`config.mk`:
```
export PLATFORM = sky130hd
export DESIGN_NAME = full_adder8_reg
export DESIGN_NICKNAME = d
export VERILOG_FILES = /design/src/rtl/adder_pkg.sv /design/src/rtl/fa_bit.sv /design/src/rtl/full_adder8_reg.sv
export SDC_FILE = /design/constraint.sdc
export NUM_CORES = 1
export LEC_CHECK = 0
export BUFFER_PORTS_ARGS = -buffer_cell sky130_fd_sc_hd__buf_4
export CORE_MARGIN = 4
export CORE_UTILIZATION = 34
export DETAILED_ROUTE_END_ITERATION = 10
export PLACE_DENSITY = 0.65
export SETUP_SLACK_MARGIN = 0.3
export SYNTH_ARGS = -nofsm -noshare
export SYNTH_HDL_FRONTEND = slang
export SYNTH_SLANG_ARGS = --single-unit
```
`constraint.sdc`:
```
create_clock -name clk -period 0.8 [get_ports clk]
set_input_delay 0.08 -clock clk [delete_from_list [all_inputs] [get_ports clk]]
set_output_delay 0.08 -clock clk [all_outputs]
set_load 0.02 [all_outputs]
```
`src/rtl/adder_pkg.sv`:
```
// rtl/adder_pkg.sv - shared width and operand type for the load-datapath adders
package adder_pkg;
  localparam int unsigned ADD_WIDTH = 8;
  typedef logic [ADD_WIDTH-1:0] operand_t;
endpackage

```
`src/rtl/fa_bit.sv`:
```
// rtl/fa_bit.sv - one-bit full adder cell, purely combinational
module fa_bit (
  input  logic a,
  input  logic b,
  input  logic ci,
  output logic s,
  output logic co
);
  logic p;

  assign p  = a ^ b;
  assign s  = p ^ ci;
  assign co = (a & b) | (p & ci);
endmodule

```
`src/rtl/full_adder8_reg.sv`:
```
// rtl/full_adder8_reg.sv - registered WIDTH-bit ripple-carry adder
// c_out is exported so two instances can be chained into a wider sum.
module full_adder8_reg
  import adder_pkg::*;
#(
  parameter int unsigned WIDTH = ADD_WIDTH
) (
  input  logic             clk,
  input  logic             rst_n,
  input  logic             in_valid,
  input  logic [WIDTH-1:0] a,
  input  logic [WIDTH-1:0] b,
  input  logic             c_in,
  output logic             out_valid,
  output logic [WIDTH-1:0] s,
  output logic             c_out
);
  logic [WIDTH:0]   carry;
  logic [WIDTH-1:0] sum;

  logic [WIDTH-1:0] s_q, s_d;
  logic             c_q, c_d;
  logic             v_q, v_d;

  assign carry[0] = c_in;

  for (genvar i = 0; i < WIDTH; i++) begin : g_ripple
    fa_bit u_fa (
      .a  (a[i]),
      .b  (b[i]),
      .ci (carry[i]),
      .s  (sum[i]),
      .co (carry[i+1])
    );
  end

  // Outputs only move on a valid capture, so X on idle operands never reaches them.
  always_comb begin
    s_d = s_q;
    c_d = c_q;
    v_d = in_valid;
    if (in_valid) begin
      s_d = sum;
      c_d = carry[WIDTH];
    end
  end

  always_ff @(posedge clk or negedge rst_n) begin
    if (!rst_n) begin
      s_q <= '0;
      c_q <= 1'b0;
      v_q <= 1'b0;
    end else begin
      s_q <= s_d;
      c_q <= c_d;
      v_q <= v_d;
    end
  end

  assign s         = s_q;
  assign c_out     = c_q;
  assign out_valid = v_q;
endmodule

```
==> results of run 1 <==
## cells in the mapped netlist
library cell,n,share of area (%)
buf_6,1,2.0
mux2_4,6,16
nor2_1,1,0.65
dfrtp_1,10,44
a21oi_1,1,0.87
fa_1,8,28
mux2i_1,2,3.5
inv_1,9,5.9
## power groups by stage
| stage | sequential [uW] | clock [uW] | combinational, uW |
|---|---|---|---|
| after detailed placement | 697 | 0 | 674 |
| after global placement | 697 | 0 | 667 |
| after CTS | 712 | 471 | 757 |
| after global routing | 729 | 497 | 810 |
| final | 711 | 450 | 745 |
| after floorplan | 822 | 0 | 239 |
## kinds of logic after synthesis
family | Yosys count | share of synthesized area, %
AO/OA/AOI/OAI | 1 | 0.8706
AND/OR/NAND/NOR | 1 | 0.6530
multiplexers | 8 | 19.17
flip-flops | 10 | 43.57
buffers and inverters | 10 | 7.843
adder cells (fa/ha/maj) | 8 | 27.89
## worst max path at each step
stage / endpoint / startpoint / cells past startpoint / slack, ns
3_3_place_gp: s[7] / a[0] / 13 / -2.43
6_report: s[7] / a[0] / 13 / -2.11
2_1_floorplan: s[7] / a[0] / 12 / -2.21
3_5_place_dp: s[7] / a[0] / 13 / -2.46
4_1_cts: s[7] / a[0] / 13 / -2.11
5_1_grt: s[7] / a[0] / 13 / -2.24
## timing repair
action,CTS,global route
hold endpoints to repair,10,0
setup endpoints to repair,19,19
setup buffers,1,0
hold buffers,1,0
pin swaps,1,0
resized for setup,13,2
## flip-flops by register name, indices dropped and copies added, names as in the netlist
signal and cells:
s 8, c_out 1, out_valid 1
## placed cells by master, fill, tap and decap left out
master,Yosys,routed
mux2i_1,2,2
dfrtp_1,10,2
inv_6,0,1
mux2_4,6,6
buf_4,0,17
fa_1,8,1
clkbuf_8,0,1
dfrtp_2,0,8
dlygate4sd3_1,0,1
clkbuf_4,0,3
inv_2,0,3
buf_6,1,12
fa_2,0,7
buf_8,0,1
a21oi_1,1,1
nor2_2,0,1
inv_12,0,1
inv_1,9,4
## area by class of cell
| cell class | instances | share of cell area [%] |
|---|---|---|
| flip-flops and latches | 10 | 27.26 |
| inverters | 9 | 5.374 |
| well taps | 16 | 2.097 |
| multi-input cells | 18 | 31.32 |
| clock buffers | 4 | 3.801 |
| repair buffers | 31 | 30.14 |
## critical path: cells and delay by family
kind	cells	cell delay, ns
fa+ha+maj	8	2.64
buf+inv	4	0.25
mux	1	0.13
## per-layer routing
metal | vias up | GRT usage (%) | routed length (um)
met5 | - | 0 | 0
met3 | 0 | 5.810 | 79
met4 | 0 | 1.422 | 0
met2 | 17 | 16.96 | 551
li1 | 182 | - | -
met1 | 190 | 12.28 | 445
## per-stage QoR
stage                     setup TNS [ns]  cell area, um2  total power (uW)  setup slack, ns  hold slack (ns)
final                             -11.09           954.7              1906           -2.111          0.05391
after global routing              -11.94           954.7              2036           -2.236          0.03889
after CTS                         -11.23           948.4              1940           -2.113          0.04425
after detailed placement          -13.25           845.8              1371           -2.457         -0.08563
after global placement            -13.08           845.8              1364           -2.427         -0.08101
after floorplan                   -11.38           619.3              1061           -2.212          -0.2156
==> flow_summary.yaml, run 1 <==
clock_tree:
  numClockSinks: 10
  clock_latency_ns: 0.26
  cts-root-buf: "clkbuf_4"
  cts_tree: "done"
  cts_buffers: 3
  cts.clk_slew.worst_paths_ns: 0.07
  htree_levels: 1
  cts_buffer_depth: 2
worst_setup_path:
  rr_startpoint: "s[5]"
  crit_chain: "buf_8, inv_12, fa_2, inv_2, fa_2, fa_2, fa_2, fa_2, fa_2, fa_2, inv_2, fa_1, mux2i_1"
  ff2ff_path_depth: 1
  crit_path_frequent_cell: "fa_2"
  endpoint_kind: "flip-flop"
  crit_path_max_incr_delay_ns: 0.39
  crit_slowest_cell: "fa_1"
  critPathArrivalTime_ns: 3.10
  path_max_fanout: 1
  worstSetupPathType: "input pin to flip-flop"
  critPathRequiredTime_ns: 0.99
  rr_endpoint: "s[5]"
  rrSetupSlack_ns: 0
  cp-start-kind: "input pin"
synth:
  syn_area_per_cell_um2: 15.11
  ys_seq_area_share_pct: 43.57
  syn_nets: 66
  ys_warn_count: 0
  synth_cell_types: 8
  mappedNetlistArea_um2: 574.3
  netlist_instances: 38
  ys_ff_latch: 10
finish:
  area_delta_synth_final_pct: 66.23
  stdcell_count: 88
  multiInputGateArea_um2: 299.0
  drive_gt1_share_pct: 84.72
  final.fill_count: 132
  diodes: 0
  utilization_pct: 61.24
  fin_nets: 101
  seqCellArea_um2: 260.3
power:
  switchingPower_uw: 562.6
  p_int_uw: 1344
  power_leakage_uw: 0.0004581
  peakVddDrop_mv: 1.180
  swShare_pct: 29.51
  pwr-share-seq_pct: 37.3
  p_comb_share_pct: 39.1
  clkPwrFrac_pct: 23.6
  power.density_nw_per_um2: 1997
global_routing:
  grt_pass1_vias: 453
  antenna_found_initial: 0
  grt_pass1_wl_um: 1904
  grt_max_degree: 12
  gr-total-overflow: 0
  track_usage_pct: 10.45
drt:
  finalWirelength_um: 1075
  drtIter0Drc: 0
  vias: 389
  ant_nets: 0
  vias_per_cell: 4.420
  drt_pass1_iterations: 1
  drc_errors: 0
  routedWlPerCell_um: 12.22
die:
  die-area_um2: 2411
  core-area_um2: 1559
  ios: 30
  rows: 14
  die_h_um: 49.10
  die_x_um: 49.10
  start_util_pct: 36.84
min_path:
  whs_endpoint: "out_valid"
  worstHoldPathCells: 1
  hold_path_class: "input pin to flip-flop"
  hold_start: "in_valid"
timing:
  max_slew_margin_pct: 87.98
  setup_viol: 18
  worst_slack_ns: -2.111
  maxSlewViolCount: 0
  skew_ns: 0
  min_period_over_period_pct: 363.9
  hold_viol_final: 0
  fmax_mhz: 343.5
  tightest_slew_ns: 0.1803
  min_period_ns: 2.911
  rsz0062_at_grt: "yes"
run_status:
  violations: "negative setup slack"
  outcome: "complete, but fails checks"
placed_design:
  io_buffers: 29
  numPlacedInstances: 82
  gp_congestion: 0.6432
  dp_hpwl_um: 894.9
job:
  drv_cap: 0
Note: power is estimated with default switching activity, not from simulation.
==> run 2, diff against run 1 <==
Settings changed: PLACE_DENSITY 0.65 to 0.66, SYNTH_HIERARCHICAL from default to 1.
==> run 2 against run 1 <==
Against the previous run:
- the flow still finishes with violations (negative setup slack)
- hold slack lost 0.0034 ns
- core utilization fell by 2.1 points
- cell count fell by 13%
- total power rose by 0.13%
- final area decreased by 5.6%
- sequential power barely moved
- critical endpoint unchanged
- sequential share of layout area rose by 1.6 points
- worst setup slack got worse by 0.26 ns
- count of clock-buffer cells in the layout is the same
- highest routed layer is now met4
==> flow_summary.yaml, run 2 <==
synth:
  ys_ff_latch: 10
  synthTopCellsByArea: "dfrtp_1 (45%), fa_1 (29%), mux2_4 (24%)"
  netlist_instances: 28
  yosysTopAreaCell: "dfrtp_1"
  ys_seq_area_share_pct: 44.94
  synth_top_area_share_pct: 44.94
  async_reset_ff_share_pct: 100.0
  synth.most_common_cell: "dfrtp_1"
  synth_cell_types: 4
  syn_area_per_cell_um2: 19.89
  ys_warn_count: 6
  synth_ff_type: "dfrtp_1"
  syn_nets: 56
  mappedNetlistArea_um2: 556.8
  synth_edf_count: 0
  synth_top_cells_by_count: "dfrtp_1 (10), mux2_4 (9), fa_1 (8), buf_6 (1)"
min_path:
  hold_start: "in_valid"
  whs_endpoint: "out_valid"
  worstHoldPathCells: 1
  hold_path_class: "input pin to flip-flop"
global_routing:
  antenna_found_initial: 0
  grt_max_degree: 11
  grt_pass1_wl_um: 2042
  grt_pass1_vias: 447
  track_usage_pct: 11.25
  gr-total-overflow: 0
power:
  finalPower_uw: 1909
  peakVddDrop_mv: 0.9649
  swShare_pct: 28.67
  p_int_uw: 1362
  pwr-share-seq_pct: 37.3
  switchingPower_uw: 547.2
  clkPwrFrac_pct: 23.5
  power_leakage_uw: 0.0004128
  power.density_nw_per_um2: 2119
  p_comb_share_pct: 39.2
die:
  die-area_um2: 2349
  rows: 14
  die_x_um: 48.47
  core-area_um2: 1524
  start_util_pct: 36.54
  die_h_um: 48.47
  ios: 30
job:
  drv_cap: 0
timing:
  tightest_slew_ns: 0.1736
  min_period_ns: 3.170
  setup_viol: 18
  hold_viol_final: 0
  hold_slack_ns: 0.05051
  max_slew_margin_pct: 88.43
  min_period_over_period_pct: 396.3
  fmax_mhz: 315.4
  skew_ns: 0
  maxSlewViolCount: 0
  worst_slack_ns: -2.370
  rsz0062_at_grt: "yes"
run_status:
  outcome: "complete, but fails checks"
  violations: "negative setup slack"
worst_setup_path:
  critPathArrivalTime_ns: 3.32
  worstSetupPathType: "input pin to flip-flop"
  endpoint_kind: "flip-flop"
  rr_endpoint: "c_out"
  rr_startpoint: "c_out"
  ff2ff_path_depth: 1
  path_max_fanout: 1
  critPathRequiredTime_ns: 0.95
  cp-start-kind: "input pin"
  rrSetupSlack_ns: 0
placed_design:
  dp_hpwl_um: 914
  place_area_um2: 813.3
  pre_cts_slack_ns: -2.732
  io_buffers: 29
  gp_congestion: 0.6229
drt:
  drt_pass1_iterations: 1
  drc_errors: 0
  vias_per_cell: 4.494
  vias: 346
  finalWirelength_um: 1095
  ant_nets: 0
  drtIter0Drc: 0
  routedWlPerCell_um: 14.22
clock_tree:
  htree_levels: 1
  cts-root-buf: "clkbuf_4"
  clock_latency_ns: 0.26
  cts_tree: "done"
  cts.clk_slew.worst_paths_ns: 0.06
  numClockSinks: 10
  cts_buffer_depth: 2
  cts_buffers: 3
finish:
  fin_nets: 90
  final_cell_mix: "buf_4 (18), buf_6 (11), mux2_4 (9), dfrtp_2 (8), fa_2 (8)"
  diodes: 0
  largest_reg_flops: 8
  area_delta_synth_final_pct: 61.80
  drive_gt1_share_pct: 95.08
  final_cell_area_um2: 900.9
  layout_commonest_cell: "buf_4"
[run 2: changes by cell type after synthesis, sizes merged]
cell | previous run | this run
inv | 9 | 0
nor2 | 1 | 0
mux2i | 2 | 0
a21oi | 1 | 0
mux2 | 6 | 9
[run 2: per-layer routing]
metal	vias up	GRT usage [%]	part of all wire (%)
li1	158	-	-
met1	162	13.89	40
met2	24	16.96	48
met3	2	4.601	11
met4	0	5.381	1.7
met5	-	0	0
[run 2: metrics by stage]
stage          std cells  setup TNS, ns  utilization (%)
2_1_floorplan         28         -12.81                -
3_3_place_gp          72         -14.39            53.37
3_5_place_dp          72         -14.66            53.37
4_1_cts               77         -12.55            59.11
5_1_grt               77         -12.97            59.11
6_report              77         -12.33            59.11
[run 2: final cells by class]
cell class	instances	area [um2]
tap	16	20.02
timing repair buffer	30	269.0
fill	124	623.1
multi-input combinational	17	315.3
sequential	10	260.3
clock buffer	4	36.28
[run 2: what timing repair did]
item,4_1_cts,5_1_grt
hold endpoints to repair,10,0
gates resized for setup,11,0
setup endpoints to repair,19,19
pin swaps,1,0
hold buffers,1,0
setup buffers,0,0
[run 2: power groups by stage]
| stage | combinational, uW | clock [uW] | sequential (uW) |
|---|---|---|---|
| after floorplan | 244 | 0 | 829 |
| after global placement | 678 | 0 | 701 |
| after detailed placement | 693 | 0 | 695 |
| after CTS | 762 | 469 | 715 |
| after global routing | 809 | 510 | 729 |
| final | 748 | 449 | 712 |
[run 2: how the worst max path moves through the flow]
stage,to,cells past startpoint,startpoint,slack [ns]
after floorplan,s[7],9,a[0],-2.49
after global placement,s[7],10,a[0],-2.70
after CTS,s[7],10,a[0],-2.38
final,s[7],10,a[0],-2.37
after detailed placement,s[7],10,a[0],-2.73
after global routing,s[7],10,a[0],-2.42
[run 2: kinds of logic after synthesis]
family / after synthesis / share of synthesized area, %
buf+inv: 1 / 2.022
mux: 9 / 24.27
fa+ha+maj: 8 / 28.76
flops: 10 / 44.94
[run 2: worst max-delay path: stages]
cell	delay, ns
buf_6	0.09
fa_2	0.38
fa_2	0.35
fa_2	0.35
fa_2	0.35
fa_2	0.35
fa_2	0.35
fa_2	0.35
fa_2	0.41
mux2_4	0.26
==> run 3, diff against run 2 <==
Settings changed: ABC_AREA from default to 1, PLACE_DENSITY 0.66 to 0.67.
==> run 3 against run 2 <==
Against the previous run:
- sequential power down 7.7%
- synthesized cell count up 68%
- largest power group is now registers
- critical path type unchanged
- the run still ends with negative setup slack left
- sequential share of layout area increased by 1.1 points
==> flow_summary.yaml, run 3 <==
timing:
  max_slew_margin_pct: 90.25
  skew_ns: 0
  fmax_mhz: 320.4
  min_period_over_period_pct: 390.1
  min_period_ns: 3.121
  tns_ns: -11.91
  maxSlewViolCount: 0
  hold_viol_final: 0
  setup_viol: 18
  rsz0062_at_grt: "yes"
  worst_slack_ns: -2.321
  tightest_slew_ns: 0.1460
synth:
  synthTopCellsByArea: "dfrtp_1 (48%), fa_1 (30%), nand2_1 (19%)"
  synth_ff_type: "dfrtp_1"
  syn_nets: 75
  synth_edf_count: 0
  netlist_instances: 47
  synth_cell_types: 5
  synth-xor-area-share_pct: 0
  synth.most_common_cell: "nand2_1"
  ys_seq_area_share_pct: 47.51
  synth_mux_area_share_pct: 0
  synth_top_area_share_pct: 47.51
  ys_ff_latch: 10
  syn_area_per_cell_um2: 11.21
  synth_compound_area_share_pct: 0
  ys_warn_count: 6
  mappedNetlistArea_um2: 526.8
  synth_top_cells_by_count: "nand2_1 (27), dfrtp_1 (10), fa_1 (8), buf_6 (1), inv_2 (1)"
  async_reset_ff_share_pct: 100.0
  yosys.area_share.adder_pct: 30.40
  synth_top_family_by_area: "adder cells"
  synth_simple_gate_area_share_pct: 19.24
  yosysTopAreaCell: "dfrtp_1"
worst_setup_path:
  rrSetupSlack_ns: 0.08
  path_max_fanout: 1
  crit_path_frequent_cell: "fa_2"
  critPathArrivalTime_ns: 3.27
  crit_chain: "buf_6, fa_2, fa_2, fa_2, fa_2, fa_2, fa_2, fa_2, fa_1, nand2_1, nand2_1"
  crit_family: "adder cells"
  critPathRequiredTime_ns: 0.95
  cp.buffers_inverters: 1
  endpoint_kind: "flip-flop"
  crit_path_max_incr_delay_ns: 0.42
  cp-start-kind: "input pin"
  worstSetupPathType: "input pin to flip-flop"
  rr_startpoint: "s[7]"
  ff2ff_path_depth: 3
  crit_slowest_cell: "fa_1"
  rr_endpoint: "s[7]"
placed_design:
  gp_congestion: 0.7050
  io_buffers: 29
min_path:
  hold_start: "in_valid"
  hold_path_class: "input pin to flip-flop"
  whs_endpoint: "out_valid"
  worstHoldPathCells: 1
global_routing:
  grt_pass1_vias: 484
  use_met2_pct: 28.61
  use_met3_pct: 6.897
  grt_max_degree: 12
  track_usage_pct: 15.03
  met1_usage_pct: 14.46
  grt_pass1_wl_um: 2125
  gr-total-overflow: 0
  antenna_found_initial: 0
  top_usage_layer: "met2"
die:
  die_h_um: 47.36
  die-area_um2: 2243
  rows: 13
  core-area_um2: 1383
  ios: 30
  start_util_pct: 38.10
  die_x_um: 47.36
drt:
  routedWlPerCell_um: 13.52
  vias: 434
  drt_pass1_iterations: 4
  finalWirelength_um: 1298
  vias_per_cell: 4.521
  drc_errors: 0
  ant_nets: 0
  drtIter0Drc: 3
finish:
  drive_gt1_share_pct: 60.49
  final_cell_mix: "nand2_1 (27), buf_4 (18), buf_6 (12), dfrtp_2 (8), fa_2 (7)"
  layout_commonest_cell: "nand2_1"
  fin_nets: 110
  area_delta_synth_final_pct: 64.85
  diodes: 0
  utilization_pct: 62.81
  largest_reg_flops: 8
run_status:
  violations: "negative setup slack"
  outcome: "complete, but fails checks"
power:
  power.density_nw_per_um2: 1845
  power_leakage_uw: 0.0004260
  finalPower_uw: 1602
  peakVddDrop_mv: 0.9089
clock_tree:
  clock_latency_ns: 0.26
  cts_tree: "done"
  cts.clk_slew.worst_paths_ns: 0.06
  htree_levels: 1
  cts_buffer_depth: 2
  numClockSinks: 10
  cts-root-buf: "clkbuf_4"
  cts_buffers: 3
job:
  drv_cap: 0
run 3: cell type report:
type                       count  area (um2)
clock buffer                   4       26.28
fill                         138       514.2
inverter                       1       3.754
multi-input combinational     35       279.0
sequential                    10       260.3
tap                           15       18.77
timing repair buffer          31       280.3
run 3: logic make-up after synthesis:
kind of cell,Yosys count
flip-flops,10
AND/OR/NAND/NOR,27
adder cells (fa/ha/maj),8
buffers and inverters,2
run 3: stage by stage:
step	hold slack (ns)	worst slack, ns	std cells	cell area (um2)
floorplan	-0.2156	-2.361	47	554.3
global placement	-0.08724	-2.553	90	779.5
detailed placement	-0.08623	-2.625	90	779.5
CTS	0.02097	-2.336	96	864.6
global route	0.02438	-2.413	96	868.3
finish	0.02957	-2.321	96	868.3
run 3: worst max path at each step:
stage / start / endpoint / slack [ns] / cells after the start
floorplan: a[0] / s[7] / -2.36 / 10
global placement: a[0] / s[7] / -2.55 / 11
detailed placement: a[0] / s[7] / -2.62 / 11
CTS: a[0] / s[7] / -2.34 / 11
global route: a[0] / s[7] / -2.41 / 11
finish: a[0] / s[7] / -2.32 / 11
run 3: report_power, final:
group	total [uW]	internal, uW	switching (uW)
Sequential	657	600	56.8
Combinational	596	317	279
Clock	350	192	158
Total	1600	1110	493
run 3: worst reg2reg max path: cells and delay by family, from the launching register on:
family,cells,cell delay [ns]
buffers and inverters,1,0.13
DFF,1,0.39
and+or+nand+nor,2,0.09
run 3: metal layers:
layer / wire [um] / share of wire [%]
met1: 389 / 30
met2: 797 / 61
met3: 106 / 8.2
met4: 5 / 0.39
met5: 0 / 0
run 3: repair_timing:
item,4_1_cts,5_1_grt
pin swaps,3,4
hold endpoints to repair,10,0
setup buffers,1,0
setup endpoints to repair,19,19
hold buffers,1,0
gates resized for setup,11,1
